--- config.mk ---
export PLATFORM = sky130hd
export DESIGN_NAME = store_buffer
export DESIGN_NICKNAME = d
export VERILOG_FILES = /design/src/rtl/store_buffer.sv
export SDC_FILE = /design/constraint.sdc
export NUM_CORES = 1
export LEC_CHECK = 0
export ABC_AREA = 1
export ABC_CLOCK_PERIOD_IN_PS = 10300
export BUFFER_PORTS_ARGS = -buffer_cell sky130_fd_sc_hd__buf_2
export CAP_MARGIN = 20
export CORE_MARGIN = 2
export CORE_UTILIZATION = 40
export CTS_BUF_LIST = sky130_fd_sc_hd__clkbuf_4 sky130_fd_sc_hd__clkbuf_8
export CTS_CLUSTER_SIZE = 12
export DETAILED_ROUTE_END_ITERATION = 7
export SLEW_MARGIN = 20
export SYNTH_ARGS = -nofsm -noshare
export SYNTH_HDL_FRONTEND = slang
export SYNTH_SLANG_ARGS = --single-unit
--- constraint.sdc ---
create_clock -name clk -period 10.3 [get_ports clk]
set_input_delay 3.09 -clock clk [delete_from_list [all_inputs] [get_ports clk]]
set_output_delay 3.09 -clock clk [all_outputs]
set_load 0.01 [all_outputs]
--- src/rtl/store_buffer.sv ---
`timescale 1ns/1ps
`default_nettype none
// ============================================================================
//  Module   : store_buffer
//  Purpose  : Posted-write queue between the MEM-stage store path and the
//             data memory (Dm). Stores are accepted in one cycle and drained
//             to Dm one per cycle, only while no load owns the Dm port. A load
//             whose word matches any pending store is stalled until that
//             store has drained, so Dm read data is always current.
//  Ports    : clk, reset           - clock, synchronous active-high reset
//             st_valid/addr/data/ctrl/pc - MEM-stage store request
//             ld_valid/ld_addr     - MEM-stage load request
//             stall                - hold MEM stage and upstream
//             full, empty          - queue occupancy flags
//             dm_wEn/addr/dIn/saveCtrl/pc - Dm write/address port
//  Revision : 1.0 - initial release
// ============================================================================
module store_buffer #(
    parameter int DEPTH = 4,
    parameter int PTR_W = 2
) (
    input  logic        clk,
    input  logic        reset,
    input  logic        st_valid,
    input  logic [31:0] st_addr,
    input  logic [31:0] st_data,
    input  logic [4:0]  st_ctrl,
    input  logic [31:0] st_pc,
    input  logic        ld_valid,
    input  logic [31:0] ld_addr,
    output logic        stall,
    output logic        full,
    output logic        empty,
    output logic        dm_wEn,
    output logic [31:0] dm_addr,
    output logic [31:0] dm_dIn,
    output logic [4:0]  dm_saveCtrl,
    output logic [31:0] dm_pc
);

    localparam logic [PTR_W:0] c_FULL_COUNT = (PTR_W+1)'(DEPTH);

    logic [31:0]      r_addr [DEPTH];
    logic [31:0]      r_data [DEPTH];
    logic [4:0]       r_ctrl [DEPTH];
    logic [31:0]      r_pc   [DEPTH];
    logic [PTR_W-1:0] r_head;
    logic [PTR_W-1:0] r_tail;
    logic [PTR_W:0]   r_count;

    logic w_ctrlOk;
    logic w_full;
    logic w_empty;
    logic w_anyMatch;
    logic w_hit;
    logic w_drain;
    logic w_enq;

    assign w_ctrlOk = (st_ctrl == 5'd1) || (st_ctrl == 5'd2) || (st_ctrl == 5'd3);
    assign w_full   = (r_count == c_FULL_COUNT);
    assign w_empty  = (r_count == '0);

    // Word-granular match against every occupied slot. A slot is occupied when
    // its distance from head (modulo DEPTH) is below the current count.
    always_comb begin
        logic [PTR_W-1:0] off;
        off        = '0;
        w_anyMatch = 1'b0;
        for (int i = 0; i < DEPTH; i++) begin
            off = PTR_W'(i) - r_head;
            if (({1'b0, off} < r_count) && (r_addr[i][13:2] == ld_addr[13:2]))
                w_anyMatch = 1'b1;
        end
    end

    // Reset suppresses the Dm write and the stall in the same cycle so that
    // pending stores are dropped rather than partially written.
    assign w_hit   = !reset && ld_valid && w_anyMatch;
    assign w_drain = !reset && !w_empty && (!ld_valid || w_hit);
    // Full is the registered count: a simultaneous drain does not make room.
    assign w_enq   = st_valid && w_ctrlOk && !w_full;

    assign stall = !reset && ((st_valid && w_ctrlOk && w_full) || w_hit);
    assign full  = w_full;
    assign empty = w_empty;

    always_comb begin
        dm_wEn      = 1'b0;
        dm_addr     = ld_addr;
        dm_dIn      = 32'd0;
        dm_saveCtrl = 5'd0;
        dm_pc       = 32'd0;
        if (w_drain) begin
            dm_wEn      = 1'b1;
            dm_addr     = r_addr[r_head];
            dm_dIn      = r_data[r_head];
            dm_saveCtrl = r_ctrl[r_head];
            dm_pc       = r_pc[r_head];
        end
    end

    // Entry storage needs no reset: occupancy is defined by head/count only.
    always_ff @(posedge clk) begin
        if (!reset && w_enq) begin
            r_addr[r_tail] <= st_addr;
            r_data[r_tail] <= st_data;
            r_ctrl[r_tail] <= st_ctrl;
            r_pc[r_tail]   <= st_pc;
        end
    end

    always_ff @(posedge clk) begin
        if (reset) begin
            r_head  <= '0;
            r_tail  <= '0;
            r_count <= '0;
        end else begin
            if (w_enq)
                r_tail <= r_tail + 1'b1;
            if (w_drain)
                r_head <= r_head + 1'b1;
            case ({w_enq, w_drain})
                2'b10:   r_count <= r_count + 1'b1;
                2'b01:   r_count <= r_count - 1'b1;
                default: r_count <= r_count;
            endcase
        end
    end

endmodule
`default_nettype wire
==> results.json <==
{
  "drt_first_iter_violations": 726,
  "synth_area_per_inst_um2": 11.2,
  "route.detailed.vias_per_inst": 4.93,
  "clock-skew-final_ns": 0.0236,
  "route.final.wire_length_um": 42600,
  "pin_count": 242,
  "end_kind": "primary output",
  "slew_violations": 0,
  "core_um2": 42900,
  "route.vias.total": 12000,
  "achievable-frequency_mhz": 114,
  "tritoncts": "yes",
  "report.power.total_mw": 3.50,
  "dpl.hpwl_um": 23100,
  "vdd_ir_drop_max_mv": 0.103,
  "synth.yosys.seq_area_share": 0.711,
  "critPathSlowestCell": "sky130_fd_sc_hd__buf_4",
  "avgRoutedWirePerCell_um": 17.5,
  "core.rowCount": 76,
  "critical_path.startpoint": "ld_addr[2]",
  "final_nets": 1937,
  "initial_utilization": 0.404,
  "grt_antenna_before_repair": 6,
  "yosys_warning_total": 0,
  "worstHoldPathType": "flip-flop to flip-flop",
  "number_of_unique_standard_cell_types_used_by_synthesis": 26,
  "syn_nets": 1691,
  "root_buffer": "sky130_fd_sc_hd__clkbuf_8",
  "fin_worst_hold_slack_ns": 0.507,
  "synth_area_um2": 17300,
  "power_per_cell_area_nw_per_um2": 171,
  "grt.overflow.total": 0,
  "grtUsageTotal": 0.190,
  "critical_path.reg2reg.startpoint": "r_head[1]",
  "drv.max_cap_violation_count": 0,
  "grt_first_pass_wirelength_um": 65000,
  "max_slew.worst_pin.slew_ns": 1.08,
  "drc_errors_left": 0,
  "hold_viol": 0,
  "ys_seq_elements": 413,
  "cpPeakStageDelay_ns": 0.74,
  "timing.critical_path.arrival_ns": 5.64,
  "post-route-min-period_ns": 8.73,
  "cts.repair_timing.setup_buffer_count": 0,
  "cts-resized-gates": 0,
  "gp_routability_congestion": 0.824,
  "grt_pass1_vias": 11700,
  "detailedRoute.firstPassIterationCount": 5,
  "total_leakage_power_nw": 7.74,
  "final_layout_size_suffix_gt1_frac": 0.220,
  "run_status": "complete, no violations",
  "port_buffers": 241,
  "post_dp_cell_area_um2": 19000,
  "area_growth_pct": 17.9,
  "numClockSinks": 413,
  "antenna_left": 0,
  "die_w_um": 212,
  "timing.final.crit_share": 0.848,
  "timing.setup.tns_ns": 0,
  "timing.hold.worst.start": "r_tail[0]",
  "rsz0062_at_grt": "no",
  "die-area_um2": 45000,
  "cts.reportedPaths.clkPinSlew_ns": 0.06,
  "cts-root-to-sink-buffers": 3,
  "max_slew_margin": 0.277,
  "cts_buffers": 72,
  "critPathLaunchType": "input pin",
  "layout.cell_area.non_filler_um2": 20400,
  "die_h_um": 212,
  "synth_cells": 1544,
  "final-setup-viol-count": 0,
  "post-place-cells": 2301,
  "post_cts_hold_buffer_count": 0,
  "crit_fanout": 53,
  "clock_tree.htree_level_count": 3,
  "grt_max_degree": 98,
  "worstPathCellList": "buf_2 > xor2_1 > nor2_1 > nand2_1 > nor2_1 > nand2_1 > nand2_1 > nor2_1 > nand2_2 > nand2_4 > buf_4 > a21oi_1 > buf_2",
  "worst-setup-path-type": "input pin to primary output",
  "final-instance-count-excl-fill": 2432,
  "critical_path_required_ns": 7.21,
  "worst_skew_pair.late_latency_ns": 0.62
}
-- power by group --
| group | switching [mW] | internal, mW |
|---|---|---|
| clock | 0.649 | 0.788 |
| sequential | 0.00813 | 1.85 |
| combinational | 0.135 | 0.0697 |
| total | 0.792 | 2.71 |
-- critical path, delay by kind of cell --
| kind | cells | cell delay, ns |
|---|---|---|
| xor+xnor | 1 | 0.19 |
| compound gates | 1 | 0.21 |
| simple gates | 8 | 1.05 |
| buf+inv | 3 | 1.09 |
-- registers in the layout, summed over array words and instances (netlist names), named ones only --
register  count
r_addr      128
r_data      128
r_pc        128
r_ctrl       20
r_count       3
r_head        2
r_tail        2
-- path summary, 6_finish.rpt --
check / depth (start not counted) / slack [ns] / to
worst min-delay path: 1 / 0.51 / r_tail[0]
worst min register to register: 1 / 0.51 / r_tail[0]
worst max register to register: 19 / 6.40 / r_count[2]
worst max-delay path: 13 / 1.57 / dm_dIn[7]
-- final cells by class --
| class | instances | area (um2) |
|---|---|---|
| repair buffers | 251 | 1330 |
| fillers | 3919 | 22500 |
| clock buffers | 100 | 1210 |
| flip-flops and latches | 413 | 12300 |
| inverters | 78 | 302 |
| diodes | 4 | 10.0 |
| clock inverters | 27 | 160 |
| multi-input cells | 974 | 4360 |
| well taps | 585 | 732 |
-- kinds of logic (layout without fill, tap and decap cells) --
kind of cell             after synthesis  in the layout  synth area share
AO/OA/AOI/OAI                        344            344             0.105
XOR/XNOR                               5              5           0.00253
adder cells (fa/ha/maj)               10             10           0.00766
buffers and inverters                157            456            0.0394
flip-flops                           413            413             0.711
other                                  0              4                 0
AND/OR/NAND/NOR                      615            615             0.134
-- per-stage QoR --
step	utilization	setup slack [ns]
2_1_floorplan	-	1.58
3_3_place_gp	0.444	1.55
3_5_place_dp	0.444	1.54
4_1_cts	0.476	1.51
5_1_grt	0.476	1.33
6_report	0.476	1.57
-- layer usage --
layer,vias up,global-route usage,share of wire
met2,302,0.314,0.49
met1,5768,0.243,0.43
li1,5831,-,-
met3,76,0.0504,0.059
met4,8,0.0646,0.022
met5,-,0,0.0012
-- Yosys cell counts --
library cell / count / area [um2]
sky130_fd_sc_hd__nand3_1: 1 / 5.00
sky130_fd_sc_hd__o21ai_0: 219 / 1100
sky130_fd_sc_hd__edfxtp_1: 404 / 12100
sky130_fd_sc_hd__or2_2: 1 / 6.26
sky130_fd_sc_hd__buf_4: 1 / 7.51
sky130_fd_sc_hd__inv_4: 1 / 6.26
sky130_fd_sc_hd__fa_1: 1 / 20.0
sky130_fd_sc_hd__nand2_1: 243 / 912
sky130_fd_sc_hd__nor4_1: 1 / 6.26
sky130_fd_sc_hd__o22ai_1: 20 / 125
sky130_fd_sc_hd__buf_6: 8 / 90.1
sky130_fd_sc_hd__nand2_4: 1 / 11.3
sky130_fd_sc_hd__inv_1: 64 / 240
sky130_fd_sc_hd__a21oi_1: 82 / 410
sky130_fd_sc_hd__ha_1: 9 / 113
sky130_fd_sc_hd__buf_2: 22 / 110
sky130_fd_sc_hd__clkbuf_1: 35 / 131
sky130_fd_sc_hd__o21ai_1: 3 / 15.0
sky130_fd_sc_hd__xor2_1: 5 / 43.8
sky130_fd_sc_hd__a21oi_2: 20 / 175
sky130_fd_sc_hd__nor2_1: 365 / 1370
sky130_fd_sc_hd__buf_1: 13 / 48.8
sky130_fd_sc_hd__nand2_2: 1 / 6.26
sky130_fd_sc_hd__inv_2: 13 / 48.8
sky130_fd_sc_hd__nor3_1: 2 / 10.0
sky130_fd_sc_hd__dfxtp_1: 9 / 180
-- cells in the final DEF, fill, tap and decap left out, types with 2 or more instances in the layout --
cell                       count
sky130_fd_sc_hd__o21ai_0     219
sky130_fd_sc_hd__clkinv_1     16
sky130_fd_sc_hd__o21ai_1       3
sky130_fd_sc_hd__clkinv_2      6
sky130_fd_sc_hd__nor3_1        2
sky130_fd_sc_hd__edfxtp_1    404
sky130_fd_sc_hd__diode_2       4
sky130_fd_sc_hd__nor2_4        4
sky130_fd_sc_hd__buf_12        4
sky130_fd_sc_hd__a21oi_2      20
sky130_fd_sc_hd__xor2_1        5
sky130_fd_sc_hd__nand2_1     243
sky130_fd_sc_hd__o22ai_1      20
sky130_fd_sc_hd__buf_2       241
sky130_fd_sc_hd__dfxtp_1       7
sky130_fd_sc_hd__dfxtp_4       2
sky130_fd_sc_hd__ha_1          9
sky130_fd_sc_hd__inv_1        63
sky130_fd_sc_hd__nor2_1      361
sky130_fd_sc_hd__a21oi_1      82
sky130_fd_sc_hd__inv_6         4
sky130_fd_sc_hd__inv_2        12
sky130_fd_sc_hd__clkbuf_8     74
sky130_fd_sc_hd__clkbuf_4     26
sky130_fd_sc_hd__buf_4         6
Note: power is estimated with default switching activity, not from simulation.
